--- config.mk ---
export PLATFORM = sky130hd
export DESIGN_NAME = frame_mem_arbiter
export DESIGN_NICKNAME = d
export VERILOG_FILES = /design/src/rtl/frame_mem_pkg.sv /design/src/rtl/starve_counter.sv /design/src/rtl/frame_mem_arbiter.sv
export SDC_FILE = /design/constraint.sdc
export NUM_CORES = 1
export LEC_CHECK = 0
export ABC_CLOCK_PERIOD_IN_PS = 4000
export CAP_MARGIN = 20
export CORE_ASPECT_RATIO = 1.4
export CORE_MARGIN = 3
export CORE_UTILIZATION = 32
export DETAILED_ROUTE_END_ITERATION = 10
export PLACE_DENSITY = 0.85
export SYNTH_ARGS = -nofsm -noshare
export SYNTH_HDL_FRONTEND = slang
export SYNTH_SLANG_ARGS = --single-unit
--- constraint.sdc ---
create_clock -name clk -period 4 [get_ports clk]
set_clock_uncertainty 0.1 [all_clocks]
set_input_delay 0.6 -clock clk [delete_from_list [all_inputs] [get_ports clk]]
set_output_delay 0.6 -clock clk [all_outputs]
set_load 0.05 [all_outputs]
--- src/rtl/frame_mem_pkg.sv ---
// Shared definitions for the frame memory arbiter: requester IDs,
// default bus widths and the round-robin pointer encoding.
package frame_mem_pkg;

    localparam int DEF_ADDR_W = 16;
    localparam int DEF_DATA_W = 8;

    localparam logic [1:0] REQ_NONE = 2'd0;
    localparam logic [1:0] REQ_CAM  = 2'd1;
    localparam logic [1:0] REQ_FLT  = 2'd2;
    localparam logic [1:0] REQ_HOST = 2'd3;

    typedef enum logic {
        RR_FLT  = 1'b0,
        RR_HOST = 1'b1
    } rr_ptr_e;

endpackage

--- src/rtl/starve_counter.sv ---
// Counts consecutive blocked cycles of one low-priority requester and
// flags it once the wait limit is reached.
module starve_counter #(
    parameter int MAX_WAIT = 15
) (
    input  logic clk,
    input  logic erst,
    input  logic req,
    input  logic gnt,
    output logic starved
);

    localparam logic [7:0] LIMIT = 8'(MAX_WAIT);

    logic [7:0] r_cnt;

    always_ff @(posedge clk) begin
        if (erst) begin
            r_cnt <= '0;
        end else if (!req || gnt) begin
            r_cnt <= '0;
        end else if (r_cnt != LIMIT) begin
            r_cnt <= r_cnt + 8'd1;
        end
    end

    assign starved = (r_cnt == LIMIT);

endmodule

--- src/rtl/frame_mem_arbiter.sv ---
// Single-port frame BRAM arbiter: camera first, filter/host round-robin,
// with a one-cycle starvation pre-emption of the camera.
module frame_mem_arbiter
    import frame_mem_pkg::*;
#(
    parameter int ADDR_W   = DEF_ADDR_W,
    parameter int DATA_W   = DEF_DATA_W,
    parameter int MAX_WAIT = 15
) (
    input  logic              clk,
    input  logic              erst,
    input  logic              cam_req,
    input  logic [ADDR_W-1:0] cam_addr,
    input  logic [DATA_W-1:0] cam_wdata,
    output logic              cam_gnt,
    input  logic              flt_req,
    input  logic              flt_we,
    input  logic [ADDR_W-1:0] flt_addr,
    input  logic [DATA_W-1:0] flt_wdata,
    output logic              flt_gnt,
    output logic              flt_rvalid,
    output logic [DATA_W-1:0] flt_rdata,
    input  logic              host_req,
    input  logic [ADDR_W-1:0] host_addr,
    output logic              host_gnt,
    output logic              host_rvalid,
    output logic [DATA_W-1:0] host_rdata,
    output logic              mem_en,
    output logic              mem_we,
    output logic [ADDR_W-1:0] mem_addr,
    output logic [DATA_W-1:0] mem_wdata,
    input  logic [DATA_W-1:0] mem_rdata,
    output logic              busy
);

    rr_ptr_e    r_ptr;
    logic       r_flt_rvalid;
    logic       r_host_rvalid;

    logic       w_flt_starved;
    logic       w_host_starved;
    logic       w_flt_hungry;
    logic       w_host_hungry;
    logic [1:0] w_rr_pick;
    logic [1:0] w_sel;

    starve_counter #(
        .MAX_WAIT (MAX_WAIT)
    ) u_flt_starve (
        .clk     (clk),
        .erst    (erst),
        .req     (flt_req),
        .gnt     (flt_gnt),
        .starved (w_flt_starved)
    );

    starve_counter #(
        .MAX_WAIT (MAX_WAIT)
    ) u_host_starve (
        .clk     (clk),
        .erst    (erst),
        .req     (host_req),
        .gnt     (host_gnt),
        .starved (w_host_starved)
    );

    // A saturated count only matters while the requester is still asking.
    assign w_flt_hungry  = w_flt_starved & flt_req;
    assign w_host_hungry = w_host_starved & host_req;
    assign w_rr_pick     = (r_ptr == RR_HOST) ? REQ_HOST : REQ_FLT;

    always_comb begin
        w_sel = REQ_NONE;
        if (erst) begin
            w_sel = REQ_NONE;
        end else if (w_flt_hungry && w_host_hungry) begin
            w_sel = w_rr_pick;
        end else if (w_flt_hungry) begin
            w_sel = REQ_FLT;
        end else if (w_host_hungry) begin
            w_sel = REQ_HOST;
        end else if (cam_req) begin
            w_sel = REQ_CAM;
        end else if (flt_req && host_req) begin
            w_sel = w_rr_pick;
        end else if (flt_req) begin
            w_sel = REQ_FLT;
        end else if (host_req) begin
            w_sel = REQ_HOST;
        end
    end

    assign cam_gnt  = (w_sel == REQ_CAM);
    assign flt_gnt  = (w_sel == REQ_FLT);
    assign host_gnt = (w_sel == REQ_HOST);

    always_comb begin
        mem_en    = 1'b0;
        mem_we    = 1'b0;
        mem_addr  = '0;
        mem_wdata = '0;
        unique case (w_sel)
            REQ_CAM: begin
                mem_en    = 1'b1;
                mem_we    = 1'b1;
                mem_addr  = cam_addr;
                mem_wdata = cam_wdata;
            end
            REQ_FLT: begin
                mem_en    = 1'b1;
                mem_we    = flt_we;
                mem_addr  = flt_addr;
                mem_wdata = flt_wdata;
            end
            REQ_HOST: begin
                mem_en    = 1'b1;
                mem_addr  = host_addr;
            end
            default: begin
            end
        endcase
    end

    always_ff @(posedge clk) begin
        if (erst) begin
            r_ptr <= RR_FLT;
        end else if (flt_gnt) begin
            r_ptr <= RR_HOST;
        end else if (host_gnt) begin
            r_ptr <= RR_FLT;
        end
    end

    always_ff @(posedge clk) begin
        if (erst) begin
            r_flt_rvalid  <= 1'b0;
            r_host_rvalid <= 1'b0;
        end else begin
            r_flt_rvalid  <= flt_gnt & ~flt_we;
            r_host_rvalid <= host_gnt;
        end
    end

    // Masking with erst drops a read return that lands in a reset cycle.
    assign flt_rvalid  = r_flt_rvalid & ~erst;
    assign host_rvalid = r_host_rvalid & ~erst;
    assign flt_rdata   = flt_rvalid ? mem_rdata : '0;
    assign host_rdata  = host_rvalid ? mem_rdata : '0;

    assign busy = (cam_req | flt_req | host_req) & ~erst;

endmodule

After elaboration in Yosys (flattened, before gate mapping)
Cells that the tools add are included.
- flip-flop bits (word level): 19
- output and inout bits: 48
- logic and storage cells: 51
- $add $sub $neg: 2
- equal/unequal tests: 7
- mux-type cells: 17
- bitwise logic cells: 10
- reductions and logical operators: 10
- operators with widths (kind ; count):
    16-bit one-hot mux with 3 select lines ; 1
    8-bit by 1-bit adder with 8-bit output (second input constant) ; 2
    8-bit by 4-bit == test with 1-bit output (second input constant) ; 2
    2-bit 2-to-1 mux ; 8
    8-bit 2-to-1 mux ; 2
    8-bit by 4-bit != test with 1-bit output (second input constant) ; 2
    8-bit one-hot mux with 2 select lines ; 1
    1-bit AND ; 6
    2-bit == test (second input constant) ; 2
    1-bit 2-to-1 mux ; 4
    2-bit OR reduction ; 2
    3-bit OR reduction ; 1
    2-bit by 1-bit == test with 1-bit output (second input constant) ; 1
    1-bit logical AND ; 2
    1-bit logical NOT ; 2
    1-bit logical OR ; 2
    1-bit inverter ; 2
    1-bit OR ; 2
    1-bit one-hot mux with 2 select lines ; 1
    2-bit nonzero test ; 1

Depth between registers and ports, before layout
- depth in word-level cells: 11
- mapped depth: 11

Modules after synthesis
A second synthesis with hierarchy kept.
- cell total of the unflattened synthesis: 204
- area, all modules: 1646.6 sq um
- by module, submodules not included (module ; times used ; cells an instance ; area each (sq um) ; sequential area each (sq um)):
    starve_counter ; 2 ; 47 ; 429.2 ; 160.2
    frame_mem_arbiter ; 1 ; 110 ; 788.3 ; 60.1

Worst setup path after synthesis
OpenSTA, ideal clock, no wires.
- kind: register to output
- start point: register u_host_starve.r_cnt[0]
- end point: output port mem_wdata[6]
- arrival: 3501 ps
- data required time: 3300 ps
- slack: -201 ps
- cell stages (with the launch flop): 12
- path buffers: 3
- cell sequence: dfxtp_1 -> ha_1 -> nand3_1 -> or3_1 -> buf_6 -> nor2b_4 -> nor3_1 -> ha_1 -> clkbuf_1 -> clkbuf_1 -> a22oi_1 -> nor2b_1
- longest elaborated chain between the ends: 8
- elaborated cells between the ends (all ways): 10
- those cells by class: 3 x eq/ne; 5 x mux; 1 x bitwise; 1 x reduce/logical
- ends and longest elaborated chain (item ; line ; RTL):
    start, declared ; starve_counter.sv:15 ; logic [7:0] r_cnt;
    start signal, assigned ; starve_counter.sv:23 ; r_cnt <= r_cnt + 8'd1;
    8-bit by 4-bit == test with 1-bit output (*) ; starve_counter.sv:27 ; assign starved = (r_cnt == LIMIT);
    1-bit AND (*) ; frame_mem_arbiter.sv:69 ; assign w_host_hungry = w_host_starved & host_req;
    2-bit 2-to-1 mux ; frame_mem_arbiter.sv:80 ; end else if (w_host_hungry) begin
    2-bit 2-to-1 mux ; frame_mem_arbiter.sv:78 ; end else if (w_flt_hungry) begin
    2-bit 2-to-1 mux (*) ; frame_mem_arbiter.sv:76 ; end else if (w_flt_hungry && w_host_hungry) begin
    2-bit 2-to-1 mux (*) ; frame_mem_arbiter.sv:74 ; if (erst) begin
    2-bit by 1-bit == test with 1-bit output (*) ; n/a ;
    via cam_gnt ; frame_mem_arbiter.sv:15 ; output logic cam_gnt,
    8-bit one-hot mux with 2 select lines (*) ; frame_mem_arbiter.sv:102 ; unique case (w_sel)
    end, declared ; frame_mem_arbiter.sv:31 ; output logic [DATA_W-1:0] mem_wdata,
The timed path passes the listed nets; every way through them passes the cells marked *.

Worst setup path after layout
- start point: register u_host_starve.r_cnt[0]
- end point: output port mem_addr[5]
- longest elaborated chain between the ends: 8
- elaborated cells between the ends (all ways): 11
- those cells by class: 4 x eq/ne; 5 x mux; 1 x bitwise; 1 x reduce/logical
- ends and longest elaborated chain (item ; line ; RTL):
    8-bit by 4-bit == test with 1-bit output (*) ; starve_counter.sv:27 ;
    1-bit AND (*) ; frame_mem_arbiter.sv:69 ;
    2-bit 2-to-1 mux ; frame_mem_arbiter.sv:80 ;
    2-bit 2-to-1 mux ; frame_mem_arbiter.sv:78 ;
    2-bit 2-to-1 mux (*) ; frame_mem_arbiter.sv:76 ;
    2-bit 2-to-1 mux (*) ; frame_mem_arbiter.sv:74 ;
    2-bit == test or 2-bit by 1-bit == test with 1-bit output (tied branches) ; frame_mem_arbiter.sv:102 ;
    16-bit one-hot mux with 3 select lines (*) ; frame_mem_arbiter.sv:102 ;
    end, declared ; frame_mem_arbiter.sv:30 ; output logic [ADDR_W-1:0] mem_addr,
Mark *: on every way between the ends. The rest lies on a longest branch, timed or not.

==> flow_metrics.tcl <==
set metrics [dict create \
    post_synth_xor_area_fraction 0.0418 \
    htreeDepth 1 \
    cp_data_arrival_time_ps 3090 \
    routed_wl_um 5600 \
    max-slew-margin-rel 0.663 \
    gp_routability_congestion 0.842 \
    setup_viol_count_final 0 \
    syn-mean-instance-area_um2 7.79 \
    detail_route.vias_per_cell 5.32 \
    globalRouteTotalUtil 0.207 \
    crit_required_ps 3300 \
    drt_first_pass_iters 5 \
    rsz0062_at_grt "no" \
    final_period_minus_worst_setup_slack_ps 3790 \
    cts.sinks 19 \
    area_growth_pct 117 \
    detailedPlacementHpwl_um 4610 \
    final_hold_viol_count 0 \
    cts_tree "yes" \
    post_synth_inst_count 188 \
    synth.yosys.seq_area_share 0.260 \
    synth_top_area_frac 0.260 \
    final_layout_size_suffix_gt1_frac 0.214 \
    placed_cell_area_um2 3130 \
    die_width_um 63.2 \
    cpMaxStageDelayCell "sky130_fd_sc_hd__or3_1" \
    ys_warn_count 0 \
    fin_crit_sh 0.947 \
    postRouteAntennaNets 0 \
    cts_made_buffers 3 \
    crit_buf_inv 2 \
    muxShareOfSynthArea 0.0137 \
    synth_compound_gate_area_share 0.240 \
    worstPathCellList "ha_1, nand3_2, or3_1, nor2b_4, or3_1, ha_1, buf_4, a222oi_1, nor2_2, buf_12" \
    yosys_most_used_dff "sky130_fd_sc_hd__dfxtp_1" \
    synth-adder-area-share 0.0683 \
    leading_cell_types_by_total_area_after_synthesis "sky130_fd_sc_hd__dfxtp_1, sky130_fd_sc_hd__a222oi_1, sky130_fd_sc_hd__and2_1, sky130_fd_sc_hd__ha_1, sky130_fd_sc_hd__nor2_1" \
    critical_path.max_fanout 13 \
    die_span_y_um 86.1 \
    maxSlewViolCount 0 \
    final_net_count 400 \
    power_density_nw_per_um2 214 \
    critPathTopFamily "simple AND/OR/NAND/NOR gates" \
    first_global_vias 2077 \
    worst_path_largest_cell_delay_ps 420 \
    detailroute.via_count 1984 \
    critical_path_class "flop to output pin" \
    placeableCoreArea_um2 4310 \
    postCtsSetupRepairBufs 0 \
    cts.reportedPaths.clkPinSlew_ps 70 \
    clkLatencyLatePin_ps 260 \
    synth-simple-area-share 0.330 \
    grt_first_pass_wirelength_um 9210 \
    routedWlPerCell_um 15.0 \
    portBuffers 125 \
    timing.critical_path.from_type "flop" \
    floorplan.rows 28 \
    floorplan.initialDensity 0.340 \
    worst_pin_slew_ps 504 \
    cts_max_path_buffers 2 \
    main_combinational_cell_family_by_area_after_synthesis "simple AND/OR/NAND/NOR gates" \
    outcome "finished, final reports clean" \
    drc 0 \
    total_die_area_um2 5440 \
    totalNegativeSetupSlack_ps 0 \
    globalRoute.totalOverflow 0 \
    finalCoreUtilization 0.739 \
    fmax_mhz 264 \
    vdd.ir_drop.worst_uv 142 \
    clock_tree.root_cell "sky130_fd_sc_hd__clkbuf_8" \
    synth-seq-cells 19 \
    iter_0_drt_violations 81 \
    stdcell_area_um2 3190 \
    total_leakage_power_nw 1.19 \
    end_kind "output pin" \
    grt_antenna_before_repair 0 \
    fillerInstances 316 \
    grt_max_degree 20 \
    diodes 0 \
    io_pins 126 \
    share_of_flip_flops_with_an_asynchronous_set_or_reset 0 \
    synth_enable_flop_cells 0 \
    drv.max_cap_violation_count 0 \
    total_standard_cell_area_after_synthesis_um2 1470 \
    hold_class "flop to flop" \
    post-synth-top-area-cell "sky130_fd_sc_hd__dfxtp_1" \
    cell_variety_after_synth 33 \
    synthesis.nets 274 \
]
==> cell type report <==
class,count,area [um2],area share
clock buffers,3,41.3,0.0130
clock inverters,1,5.00,0.00157
inverters,2,7.51,0.00236
multi-input cells,153,1070,0.337
flip-flops and latches,19,380,0.119
well taps,60,75.1,0.0236
repair buffers,135,1600,0.504
==> state kept, by name, indices dropped and copies added, names as in the netlist <==
| register | flops |
|---|---|
| r_flt_rvalid | 1 |
| r_host_rvalid | 1 |
| r_ptr | 1 |
| u_flt_starve.r_cnt | 8 |
| u_host_starve.r_cnt | 8 |
==> Yosys cell counts (2+ instances only) <==
master / number
sky130_fd_sc_hd__nor3b_1: 2
sky130_fd_sc_hd__ha_1: 8
sky130_fd_sc_hd__inv_1: 2
sky130_fd_sc_hd__a31oi_1: 3
sky130_fd_sc_hd__or3_1: 5
sky130_fd_sc_hd__o21ai_0: 4
sky130_fd_sc_hd__nand2b_1: 3
sky130_fd_sc_hd__a21oi_1: 10
sky130_fd_sc_hd__clkbuf_1: 13
sky130_fd_sc_hd__nor2_1: 26
sky130_fd_sc_hd__nand3_1: 4
sky130_fd_sc_hd__mux2i_1: 2
sky130_fd_sc_hd__a22oi_1: 8
sky130_fd_sc_hd__nor3_1: 4
sky130_fd_sc_hd__xnor2_1: 4
sky130_fd_sc_hd__a222oi_1: 16
sky130_fd_sc_hd__dfxtp_1: 19
sky130_fd_sc_hd__and2_1: 16
sky130_fd_sc_hd__nand2_1: 11
sky130_fd_sc_hd__xor2_1: 3
sky130_fd_sc_hd__nor2b_1: 13
==> placed cells by master, fill, tap and decap left out, types with 5 or more instances in the layout <==
cell and n:
sky130_fd_sc_hd__a222oi_1 16, sky130_fd_sc_hd__buf_12 28, sky130_fd_sc_hd__and2_1 16, sky130_fd_sc_hd__clkdlybuf4s50_1 96
sky130_fd_sc_hd__dfxtp_1 19, sky130_fd_sc_hd__nand2_1 11, sky130_fd_sc_hd__a21oi_1 10, sky130_fd_sc_hd__a22oi_1 8
sky130_fd_sc_hd__nor2_2 16, sky130_fd_sc_hd__or3_1 5, sky130_fd_sc_hd__nor2_1 10, sky130_fd_sc_hd__buf_4 11
sky130_fd_sc_hd__nor2b_1 9, sky130_fd_sc_hd__ha_1 8
==> layer usage <==
metal  wire length, um  vias up  GRT usage
met4               121        0     0.0923
met1              1890      915      0.197
met2              3090      108      0.411
li1                  -      950          -
met5                 0        -          0
met3               501       11     0.0511
==> power by group <==
| group | internal, mW | switching [mW] |
|---|---|---|
| clock network | 0.0693 | 0.0641 |
| registers | 0.192 | 0.00261 |
| logic | 0.184 | 0.171 |
| total | 0.445 | 0.238 |
==> cells by family after synthesis <==
family	count (synthesis)
simple gates	90
compound gates	46
flops	19
buf+inv	16
fa+ha+maj	8
xor+xnor	7
mux	2
==> final timing paths <==
path,start,end,slack (ps),cells after the start
setup / recovery,u_host_starve.r_cnt[0]$_SDFFE_PP0P_,mem_addr[5],210,10
hold reg to reg,r_ptr$_SDFFE_PP0P_,r_ptr$_SDFFE_PP0P_,370,2
hold / removal,r_ptr$_SDFFE_PP0P_,r_ptr$_SDFFE_PP0P_,370,2
setup reg to reg,u_host_starve.r_cnt[0]$_SDFFE_PP0P_,u_flt_starve.r_cnt[3]$_SDFFE_PP0P_,1250,9
==> worst reg2reg max path: cells and delay by family (launching register included) <==
kind                       cells  cell delay [ps]
AOI/OAI and AO/OA              1              210
adders and majority gates      2              490
DFF                            1              390
and+or+nand+nor                6             1460
==> per-stage QoR <==
step,instances,hold slack (ps),worst slack [ps],power (mW)
finish,373,372,212,0.682
floorplan,188,332,35.8,0.358
global route,373,408,44.1,0.711
global placement,369,346,328,0.550
CTS,373,366,169,0.686
detailed placement,369,351,295,0.554
==> what timing repair did <==
action / in CTS / in global routing
setup endpoints to repair: 0 / 12
resized for setup: 0 / 2
hold buffers: 0 / 0
No activity file was read; power rests on OpenSTA's default activity.
